### src/rtl/mbus_rx_msg_buffer_pkg.sv
// Shared types and constants for the MBus receive message buffer.
//   AddrWidth / DataWidth : MBus address and data word widths.
//   rx_state_e            : handshake FSM states.
//   sat_inc8              : saturating 8-bit increment for the abort counter.
package mbus_rx_msg_buffer_pkg;

  localparam int unsigned AddrWidth = 8;
  localparam int unsigned DataWidth = 32;

  typedef enum logic [1:0] {
    StIdle   = 2'd0,
    StAck    = 2'd1,
    StWaitLo = 2'd2,
    StHold   = 2'd3
  } rx_state_e;

  function automatic logic [7:0] sat_inc8(input logic [7:0] v);
    return (v == 8'hFF) ? v : v + 8'd1;
  endfunction

endpackage

### src/rtl/mbus_sync2.sv
// Generic two-flop synchronizer for a single-bit level signal.
//   clk_i  : destination clock
//   rst_ni : asynchronous active-low reset (output resets to 0)
//   d_i    : asynchronous input
//   q_o    : synchronized output, two clk_i cycles of latency
module mbus_sync2 (
  input  logic clk_i,
  input  logic rst_ni,
  input  logic d_i,
  output logic q_o
);

  logic meta_q;
  logic sync_q;

  always_ff @(posedge clk_i or negedge rst_ni) begin
    if (!rst_ni) begin
      meta_q <= 1'b0;
      sync_q <= 1'b0;
    end else begin
      meta_q <= d_i;
      sync_q <= meta_q;
    end
  end

  assign q_o = sync_q;

endmodule

### src/rtl/mbus_rx_msg_buffer.sv
// Receive-side message buffer between the MBus wrapper RX port and the layer controller.
// Completes the RX_REQ/RX_ACK four-phase handshake, queues a multi-word message in an
// inline FIFO and presents it as one framed message.
//   CLKIN, RESETn            : clock, asynchronous active-low reset
//   RX_ADDR/DATA/PEND/BROADCAST, RX_REQ, RX_FAIL, RX_ACK : wrapper RX port
//   MSG_VALID/ADDR/BCAST/LEN/OVF, MSG_CLR : framed message status and release
//   RD_EN, RD_DATA, RD_EMPTY : word read-out (RD_DATA registered)
//   FAIL_CNT                 : saturating count of RX_FAIL aborts
module mbus_rx_msg_buffer
  import mbus_rx_msg_buffer_pkg::*;
#(
  parameter int unsigned DEPTH = 8,
  parameter int unsigned LEN_W = $clog2(DEPTH) + 1
) (
  input  logic                 CLKIN,
  input  logic                 RESETn,
  input  logic [AddrWidth-1:0] RX_ADDR,
  input  logic [DataWidth-1:0] RX_DATA,
  input  logic                 RX_REQ,
  input  logic                 RX_PEND,
  input  logic                 RX_BROADCAST,
  input  logic                 RX_FAIL,
  output logic                 RX_ACK,
  output logic                 MSG_VALID,
  output logic [AddrWidth-1:0] MSG_ADDR,
  output logic                 MSG_BCAST,
  output logic [LEN_W-1:0]     MSG_LEN,
  output logic                 MSG_OVF,
  input  logic                 RD_EN,
  output logic [DataWidth-1:0] RD_DATA,
  output logic                 RD_EMPTY,
  input  logic                 MSG_CLR,
  output logic [7:0]           FAIL_CNT
);

  localparam int unsigned Aw   = $clog2(DEPTH);
  localparam int unsigned PtrW = Aw + 1;

  logic req_s, fail_s;

  mbus_sync2 u_sync_req (
    .clk_i  (CLKIN),
    .rst_ni (RESETn),
    .d_i    (RX_REQ),
    .q_o    (req_s)
  );

  mbus_sync2 u_sync_fail (
    .clk_i  (CLKIN),
    .rst_ni (RESETn),
    .d_i    (RX_FAIL),
    .q_o    (fail_s)
  );

  rx_state_e            state_q, state_d;
  logic                 pend_q, pend_d;
  logic                 first_q, first_d;
  logic                 valid_q, valid_d;
  logic                 ovf_q, ovf_d;
  logic [LEN_W-1:0]     len_q, len_d;
  logic [AddrWidth-1:0] addr_q, addr_d;
  logic                 bcast_q, bcast_d;
  logic [7:0]           cnt_q, cnt_d;
  logic                 fail_s_q;
  logic                 blk_q, blk_d;
  logic [PtrW-1:0]      wr_ptr_q, wr_ptr_d;
  logic [PtrW-1:0]      rd_ptr_q, rd_ptr_d;
  logic [DataWidth-1:0] rd_data_q, rd_data_d;
  logic [DataWidth-1:0] mem_q [DEPTH];

  logic push, pop, flush, empty, full, fail_hit;

  assign empty = (wr_ptr_q == rd_ptr_q);
  assign full  = (wr_ptr_q[PtrW-1] != rd_ptr_q[PtrW-1]) &&
                 (wr_ptr_q[Aw-1:0] == rd_ptr_q[Aw-1:0]);

  // A held-high fail_s keeps flushing, but only its rising edge counts as a new abort.
  assign fail_hit = fail_s && (state_q != StHold);

  always_comb begin
    state_d = state_q;
    pend_d  = pend_q;
    first_d = first_q;
    valid_d = valid_q;
    ovf_d   = ovf_q;
    len_d   = len_q;
    addr_d  = addr_q;
    bcast_d = bcast_q;
    cnt_d   = cnt_q;
    blk_d   = blk_q;
    push    = 1'b0;
    flush   = 1'b0;

    // After an abort, a request still high is not a new word until it has dropped.
    if (!req_s) blk_d = 1'b0;

    unique case (state_q)
      StIdle: begin
        if (req_s && !blk_q) begin
          if (!first_q) begin
            addr_d  = RX_ADDR;
            bcast_d = RX_BROADCAST;
            first_d = 1'b1;
          end
          if (!full) begin
            push  = 1'b1;
            len_d = len_q + LEN_W'(1);
          end else begin
            ovf_d = 1'b1;
          end
          pend_d  = RX_PEND;
          state_d = StAck;
        end
      end
      StAck: begin
        if (!req_s) begin
          state_d = StWaitLo;
          // Raised here so MSG_VALID rises on the same edge that RX_ACK falls.
          if (!pend_q) valid_d = 1'b1;
        end
      end
      StWaitLo: begin
        state_d = pend_q ? StIdle : StHold;
      end
      StHold: begin
        if (MSG_CLR) begin
          flush   = 1'b1;
          valid_d = 1'b0;
          ovf_d   = 1'b0;
          len_d   = '0;
          first_d = 1'b0;
          state_d = StIdle;
        end
      end
      default: state_d = StIdle;
    endcase

    // Abort overrides any capture decided above.
    if (fail_hit) begin
      push    = 1'b0;
      flush   = 1'b1;
      valid_d = 1'b0;
      ovf_d   = 1'b0;
      len_d   = '0;
      first_d = 1'b0;
      pend_d  = 1'b0;
      addr_d  = addr_q;
      bcast_d = bcast_q;
      blk_d   = 1'b1;
      state_d = StIdle;
      if (!fail_s_q) cnt_d = sat_inc8(cnt_q);
    end
  end

  // Read path: a flush in the same cycle suppresses the pop.
  always_comb begin
    pop       = RD_EN && !empty && !flush;
    rd_data_d = pop ? mem_q[rd_ptr_q[Aw-1:0]] : rd_data_q;
    if (flush) begin
      wr_ptr_d = '0;
      rd_ptr_d = '0;
    end else begin
      wr_ptr_d = push ? wr_ptr_q + PtrW'(1) : wr_ptr_q;
      rd_ptr_d = pop  ? rd_ptr_q + PtrW'(1) : rd_ptr_q;
    end
  end

  always_ff @(posedge CLKIN or negedge RESETn) begin
    if (!RESETn) begin
      state_q   <= StIdle;
      pend_q    <= 1'b0;
      first_q   <= 1'b0;
      valid_q   <= 1'b0;
      ovf_q     <= 1'b0;
      len_q     <= '0;
      addr_q    <= '0;
      bcast_q   <= 1'b0;
      cnt_q     <= '0;
      fail_s_q  <= 1'b0;
      blk_q     <= 1'b0;
      wr_ptr_q  <= '0;
      rd_ptr_q  <= '0;
      rd_data_q <= '0;
    end else begin
      state_q   <= state_d;
      pend_q    <= pend_d;
      first_q   <= first_d;
      valid_q   <= valid_d;
      ovf_q     <= ovf_d;
      len_q     <= len_d;
      addr_q    <= addr_d;
      bcast_q   <= bcast_d;
      cnt_q     <= cnt_d;
      fail_s_q  <= fail_s;
      blk_q     <= blk_d;
      wr_ptr_q  <= wr_ptr_d;
      rd_ptr_q  <= rd_ptr_d;
      rd_data_q <= rd_data_d;
    end
  end

  // Storage array needs no reset; the pointers define what is valid.
  always_ff @(posedge CLKIN) begin
    if (push) mem_q[wr_ptr_q[Aw-1:0]] <= RX_DATA;
  end

  assign RX_ACK    = (state_q == StAck);
  assign MSG_VALID = valid_q;
  assign MSG_ADDR  = addr_q;
  assign MSG_BCAST = bcast_q;
  assign MSG_LEN   = len_q;
  assign MSG_OVF   = ovf_q;
  assign RD_DATA   = rd_data_q;
  assign RD_EMPTY  = empty;
  assign FAIL_CNT  = cnt_q;

endmodule

### config.mk
export PLATFORM = sky130hd
export DESIGN_NAME = mbus_rx_msg_buffer
export DESIGN_NICKNAME = d
export VERILOG_FILES = /design/src/rtl/mbus_rx_msg_buffer_pkg.sv /design/src/rtl/mbus_sync2.sv /design/src/rtl/mbus_rx_msg_buffer.sv
export SDC_FILE = /design/constraint.sdc
export NUM_CORES = 1
export LEC_CHECK = 0
export ABC_AREA = 1
export BUFFER_PORTS_ARGS = -buffer_cell sky130_fd_sc_hd__buf_2
export CAP_MARGIN = 10
export CORE_MARGIN = 1.5
export CORE_UTILIZATION = 40
export CTS_BUF_LIST = sky130_fd_sc_hd__clkbuf_16
export DETAILED_ROUTE_END_ITERATION = 7
export GPL_ROUTABILITY_DRIVEN = 0
export SLEW_MARGIN = 25
export SYNTH_ARGS = -nofsm -noshare
export SYNTH_HDL_FRONTEND = slang
export SYNTH_SLANG_ARGS = --single-unit
export TNS_END_PERCENT = 100
### constraint.sdc
create_clock -name CLKIN -period 2.9 [get_ports CLKIN]
set_input_delay 0.29 -clock CLKIN [delete_from_list [all_inputs] [get_ports CLKIN]]
set_output_delay 0.29 -clock CLKIN [all_outputs]
set_load 0.1 [all_outputs]
Yosys cells after proc, flatten, opt, wreduce, memory -nomap -nowiden
Memory sizes are Yosys's and may differ from the RTL's. A register that Yosys moved wholly into a read port is not among the register bits.
Cells that the tools add are included.
{ "word_totals": {"ff_bits": 41, "latch_bits": 0, "mem_bits_rw": 256, "romBits": 0, "in_bits": 48, "output_inout_bits": 57, "mem_count": 1} }
{ "mem_list": {"columns": ["name", "words", "width", "rd", "rd_clocked_by_memory_dff", "write_ports", "line", "rtl"], "rows": [
  ["mem_q", 8, 32, 1, 1, 1, "mbus_rx_msg_buffer.sv:69", "logic [DataWidth-1:0] mem_q [DEPTH];"]
]} }
{ "classes": {"addsub": 4, "mul": 0, "div": 0, "order_cmp": 0, "eq_ne": 15, "shift": 0, "muxes": 41, "n_bitwise": 4, "reduce_logical": 24} }
{ "ops": {"columns": ["cell", "count"], "rows": [
  ["$mux 4", 8],
  ["$mux 1", 23],
  ["$reduce_and 4->1", 4],
  ["$ne 3x3->1 const B", 5],
  ["$add 4x1->4 const B", 3],
  ["$mux 2", 5],
  ["$reduce_and 3->1", 3],
  ["$add 8x1->8 const B", 1],
  ["$eq 8x8->1 const B", 1],
  ["$pmux 2 s4", 1],
  ["$pmux 4 s2", 1],
  ["$reduce_bool 2->1", 4],
  ["$pmux 1 s2", 3],
  ["$reduce_bool 3->1", 2],
  ["$logic_and 1x1->1", 5],
  ["$eq 2x2->1 const B", 2],
  ["$eq 4x4->1", 1],
  ["$logic_not 1->1", 4],
  ["$ne 2x2->1 const B", 2],
  ["$not 1->1", 4],
  ["$eq 3x3->1", 1],
  ["$ne 3x2->1 const B", 1],
  ["$eq 2x1->1 const B", 1],
  ["$logic_not 2->1", 1],
  ["other kinds (2)", 2]
]} }

Logic depth before layout (Yosys ltp)
{ "logic_depth": {"ltp_word": 8, "mapped_depth": 11, "ltp_nobuf": 9} }

Modules after synthesis
Synthesis repeated with hierarchy kept, for this count alone.
{ "hier_totals": {"hier_cells": 1216, "hier_area_um2": 13394.1} }
{ "modules_own_cells": {"columns": ["module", "n_inst", "cells_each", "area_per_inst_um2", "seq_area_each_um2"], "rows": [
  ["mbus_rx_msg_buffer", 1, 1212, 13294.0, 9414.0],
  ["mbus_sync2", 2, 2, 50.0, 50.0]
]} }

Least setup slack after synthesis
OpenSTA, ideal clock, no wires.
{ "synth_timing": {"path_kind": "reg2reg", "from": "reg state_q[0]", "to": "mem mem_q[1][0] (enable)", "setup_ns": 0.421, "arrival_time_ns": 2.532, "setup_slack_ns": -0.053, "stages_incl_launch_ff": 8, "path_buffers": 0, "period_less_slack_ns": 2.953, "path_cell_list": "dfrtp_1 -> nor2_1 -> nand2_1 -> nor2_2 -> nand2_4 -> inv_2 -> nand2_1 -> nor2_1"} }
{ "synth_between": {"elab_chain_len": 5} }
{ "synth_rtl": {"columns": ["element", "line", "rtl"], "rows": [
  ["start: declaration", "mbus_rx_msg_buffer.sv:55", "rx_state_e state_q, state_d;"],
  ["start signal: assignment", "mbus_rx_msg_buffer.sv:170", "state_q <= StIdle;"],
  ["start signal: assignment", "mbus_rx_msg_buffer.sv:185", "state_q <= state_d;"],
  ["$logic_not 2->1 or $ne 2x2->1 (tied branches)", "mbus_rx_msg_buffer.sv:97, mbus_rx_msg_buffer.sv:78", null],
  ["$mux 1 or $logic_and 1x1->1 (tied branches)", "mbus_rx_msg_buffer.sv:97, mbus_rx_msg_buffer.sv:78", null],
  ["$mux 1 (*)", "mbus_rx_msg_buffer.sv:139", "if (fail_hit) begin"],
  ["$mux 1 (*)", "mbus_rx_msg_buffer.sv:204", "if (push) mem_q[wr_ptr_q[Aw-1:0]] <= RX_DATA;"],
  ["$mux 1 (implied by the code) (*)", "mbus_rx_msg_buffer.sv:204", null],
  ["end: declaration", "mbus_rx_msg_buffer.sv:69", null]
]} }
Every way passes the cells marked *; elsewhere a longest branch is shown, timed or not.

Worst setup path in the final report
{ "layout_timing": {"from": "reg wr_ptr_q[2]", "to": "mem mem_q[0][24] (enable)"} }
{ "layout_between": {"elab_chain_len": 8} }
{ "layout_rtl": {"columns": ["element", "line", "rtl"], "rows": [
  ["start: declaration", "mbus_rx_msg_buffer.sv:66", "logic [PtrW-1:0] wr_ptr_q, wr_ptr_d;"],
  ["start signal: assignment", "mbus_rx_msg_buffer.sv:196", "wr_ptr_q <= wr_ptr_d;"],
  ["$eq 3x3->1", "mbus_rx_msg_buffer.sv:75", "(wr_ptr_q[Aw-1:0] == rd_ptr_q[Aw-1:0]);"],
  ["$logic_and 1x1->1", "mbus_rx_msg_buffer.sv:74", "assign full = (wr_ptr_q[PtrW-1] != rd_ptr_q[PtrW-1]) &&"],
  ["$mux 1", "mbus_rx_msg_buffer.sv:105", "if (!full) begin"],
  ["$mux 1", "mbus_rx_msg_buffer.sv:99", "if (req_s && !blk_q) begin"],
  ["$mux 1", "mbus_rx_msg_buffer.sv:97", "unique case (state_q)"],
  ["$mux 1", "mbus_rx_msg_buffer.sv:139", null],
  ["$mux 1", "mbus_rx_msg_buffer.sv:204", null],
  ["$mux 1 (implied by the code)", "mbus_rx_msg_buffer.sv:204", null]
]} }
Several ways; a longest one is shown, not always the timed one.

==> metrics <==
wire length the detailed router placed on met1 13.6 mm; row cnt 66; unrepaired setup endpoints after global routing false; Routed WL per cell 16.3 um; CP max-delay cell sky130_fd_sc_hd__dfrtp_1; Net Switching slightly below 6 mW; final hold slack approximately 0.019 ns; number of ports placed on the die boundary between 100 and 150; number of enable flip-flop cells after synthesis 256; Filler cells 2987; # H-tree levels 2; Final Max Slew Viols 0; MaxCap Viol Count 0; portion of synthesized cell area occupied by the leading cell type 0.575; HP Class in2reg; run status finished clean; clock transition at the register clock pins on the worst setup and hold paths after CTS 0.06 ns; Post-Synthesis Mean Instance Area 11.0 um2; Setup Buffers After CTS 0; worst reg2reg path startpoint wr_ptr_q[2]; largest net degree at the start of global routing 130; fin nets roughly 1.4k; proportion of register bits with asynchronous set or reset after synthesis 0.222; vertical extent of the die 186 um; cells taking the most area after synthesis sky130_fd_sc_hd__edfxtp_1 57%, sky130_fd_sc_hd__dfrtp_1 14%, sky130_fd_sc_hd__nand2_1 13%; detailed placer's ending HPWL 16.7 mm; x dimension of the die 186 um; time the worst path needs with I/O delays and setup about 2.2 ns; number of buffers inserted during clock tree synthesis 37; Total GRT Usage 0.175; most used standard cells in the synthesized netlist 454 x sky130_fd_sc_hd__nand2_1, 256 x sky130_fd_sc_hd__edfxtp_1, 124 x sky130_fd_sc_hd__nand3_1; Setup-failing EPs final 0; core footprint between 0.03 and 0.04 mm2; Tcrit/Tclk final 0.775; end of the worst register-to-register path mem_q[0][24]; launching element of the worst setup path wr_ptr_q[2]; met3 WL post-DR 1.74 mm; TritonCTS clock tree yes; power density cells 934 mW/mm2; final instance area 0.0157 mm2; leading cell type by number of instances after synthesis sky130_fd_sc_hd__nand2_1; grt ovf 0; number of cell instances on the worst register-to-register path 10; type of the setup path with the least slack reg2reg; Tightest Pin Transition 0.778 ns; drt pass-1 iters 5; post-synthesis cell area ~0.013 mm2; worst-skew pair later-pin latency 0.53 ns; final cell count without fillers 1809; fraction of layout instances using a drive strength above 1 0.163; Combinational Power Share 0.309; DIE AREA around 0.035 mm2; setup slack of the worst register-to-register path 0.65 ns; largest driver fanout on the critical path 25; worst setup slack before clock tree synthesis 0.680 ns; root buf cell sky130_fd_sc_hd__clkbuf_16; Max Clk Rate 445 MHz; Data arrival, critical path 2.45 ns; port bufs around 100; post-route antenna net violation count 0; Max Root-Sink Buffers 3; VDD IR max 0.870 mV; placed cells around 1.7k; detailed-route DRC error count 0; Cell variety after synth 32; post-synthesis sequential element count 329; placed standard-cell area approximately 0.014 mm2; final total negative setup slack 0 ns; number of nets in the synthesized netlist 1268; via count of the routed design around 8.8k; layout overhead on the synthesized area 17.1%; last element of the critical path mem_q[0][24]; sequential power share 0.392; Max Used Layer met5; number of vias per cell between 4 and 5; chain of cells forming the critical path inv_2, nand2_1, nand2_1, inv_1, nand4_2, nand2_4, inv_2, nand2_2, nor2_4, buf_12; Crit. End Element flop; global-route wire length before repair 46.3 mm; met2 WL 13.6 mm; antenna violations before repair 3; min setup slack post-route 0.652 ns; Internal Pwr Total 8.79 mW; longest individual stage delay on the worst path a little under 0.5 ns; Routed WL 29.5 mm; TritonCTS sink count 329; Slew HR 0.481; cell taking the most area after synthesis sky130_fd_sc_hd__edfxtp_1; portion of total power attributed to the clock network 0.300; portion of the post-synthesis area used by sequential elements 0.711; Critical Path Source Type flop; Clock Skew ~0.025 ns; Pleak 6.52 nW; synthesized instance count 1216; via count of the first global-routing pass 8383; Hold Vio Cnt, Final 0; switching fraction of total power 0.400; required time worst endpoint slightly above 3 ns; Starting Density 0.409; 1st-iter DRT viols 583; number of warning messages in the yosys log 0; primary flip-flop cell chosen by synthesis mapping sky130_fd_sc_hd__edfxtp_1
[layer usage]
layer  global-route usage  up-vias
met4               0.0465        4
met1                0.238     4184
met2                0.289      211
met3               0.0325       41
met5                    0        -
li1                     -     4314
[final cells by class]
class                   instances  area, um2  area share
clock buffers                  37        926      0.0591
clock inverters                31        216      0.0138
repair buffers                139        843      0.0538
flip-flops and latches        329       9520       0.608
multi-input cells             774       3390       0.217
inverters                      56        214      0.0137
diodes                          1       2.50    0.000160
well taps                     442        553      0.0353
[logic make-up after synthesis]
kind of cell / synth area share
AO/OA/AOI/OAI: 0.0315
XOR/XNOR: 0.00655
adder cells (fa/ha/maj): 0.00374
buffers and inverters: 0.0397
flip-flops: 0.711
AND/OR/NAND/NOR: 0.207
[worst min path at each step]
stage / start / depth (start not counted) / endpoint
floorplan: RESETn / 0 / FAIL_CNT[0]
global placement: RESETn / 1 / blk_q
detailed placement: u_sync_req.meta_q / 0 / u_sync_req.q_o
CTS: RX_ADDR[5] / 3 / MSG_ADDR[5]
global route: RX_ADDR[0] / 3 / MSG_ADDR[0]
finish: RX_ADDR[5] / 3 / MSG_ADDR[5]
[cells in the final DEF (no fill, tap or decap), types with 6 or more instances in the layout]
cell,netlist,layout
sky130_fd_sc_hd__nand2_1,454,454
sky130_fd_sc_hd__dlygate4sd3_1,0,7
sky130_fd_sc_hd__dfrtp_1,73,72
sky130_fd_sc_hd__clkinv_2,0,12
sky130_fd_sc_hd__o21ai_2,6,6
sky130_fd_sc_hd__clkbuf_16,0,37
sky130_fd_sc_hd__inv_1,48,57
sky130_fd_sc_hd__nor2_1,86,77
sky130_fd_sc_hd__o21ai_0,40,40
sky130_fd_sc_hd__buf_4,3,27
sky130_fd_sc_hd__edfxtp_1,256,256
sky130_fd_sc_hd__inv_2,7,7
sky130_fd_sc_hd__buf_2,32,102
sky130_fd_sc_hd__nand3_1,124,124
sky130_fd_sc_hd__o21ai_1,29,29
sky130_fd_sc_hd__xor2_1,6,6
sky130_fd_sc_hd__nor2_4,1,9
[registers in the layout (all words and copies together), names as in the netlist, 2 cells and up]
register,count
mem_q,256
RD_DATA,32
FAIL_CNT,8
MSG_ADDR,8
MSG_LEN,4
rd_ptr_q,4
wr_ptr_q,4
state_q,2
[power groups by stage]
stage | registers [mW] | clock network (mW) | logic, mW
detailed placement | 5.82 | 0 | 4.54
floorplan | 8.01 | 0 | 1.49
global placement | 5.82 | 0 | 4.50
global route | 5.78 | 4.69 | 4.84
finish | 5.73 | 4.39 | 4.52
CTS | 5.73 | 4.51 | 4.55
[worst max-delay path, delay by kind of cell (launching register included)]
| kind | cells | cell delay [ns] |
|---|---|---|
| buffers and inverters | 4 | 0.59 |
| flip-flops | 1 | 0.49 |
| AND/OR/NAND/NOR | 6 | 0.84 |
[repair_timing]
action / 4_1_cts / 5_1_grt
gates resized for setup: 0 / 0
hold buffers: 7 / 0
endpoints found under the hold margin: 49 / 0
[through the flow]
stage          total power, mW  utilization
6_report                  14.6        0.479
5_1_grt                   15.3        0.479
4_1_cts                   14.8        0.479
3_5_place_dp              10.4        0.442
3_3_place_gp              10.3        0.442
2_1_floorplan             9.50            -
No activity file was read; power rests on OpenSTA's default activity.
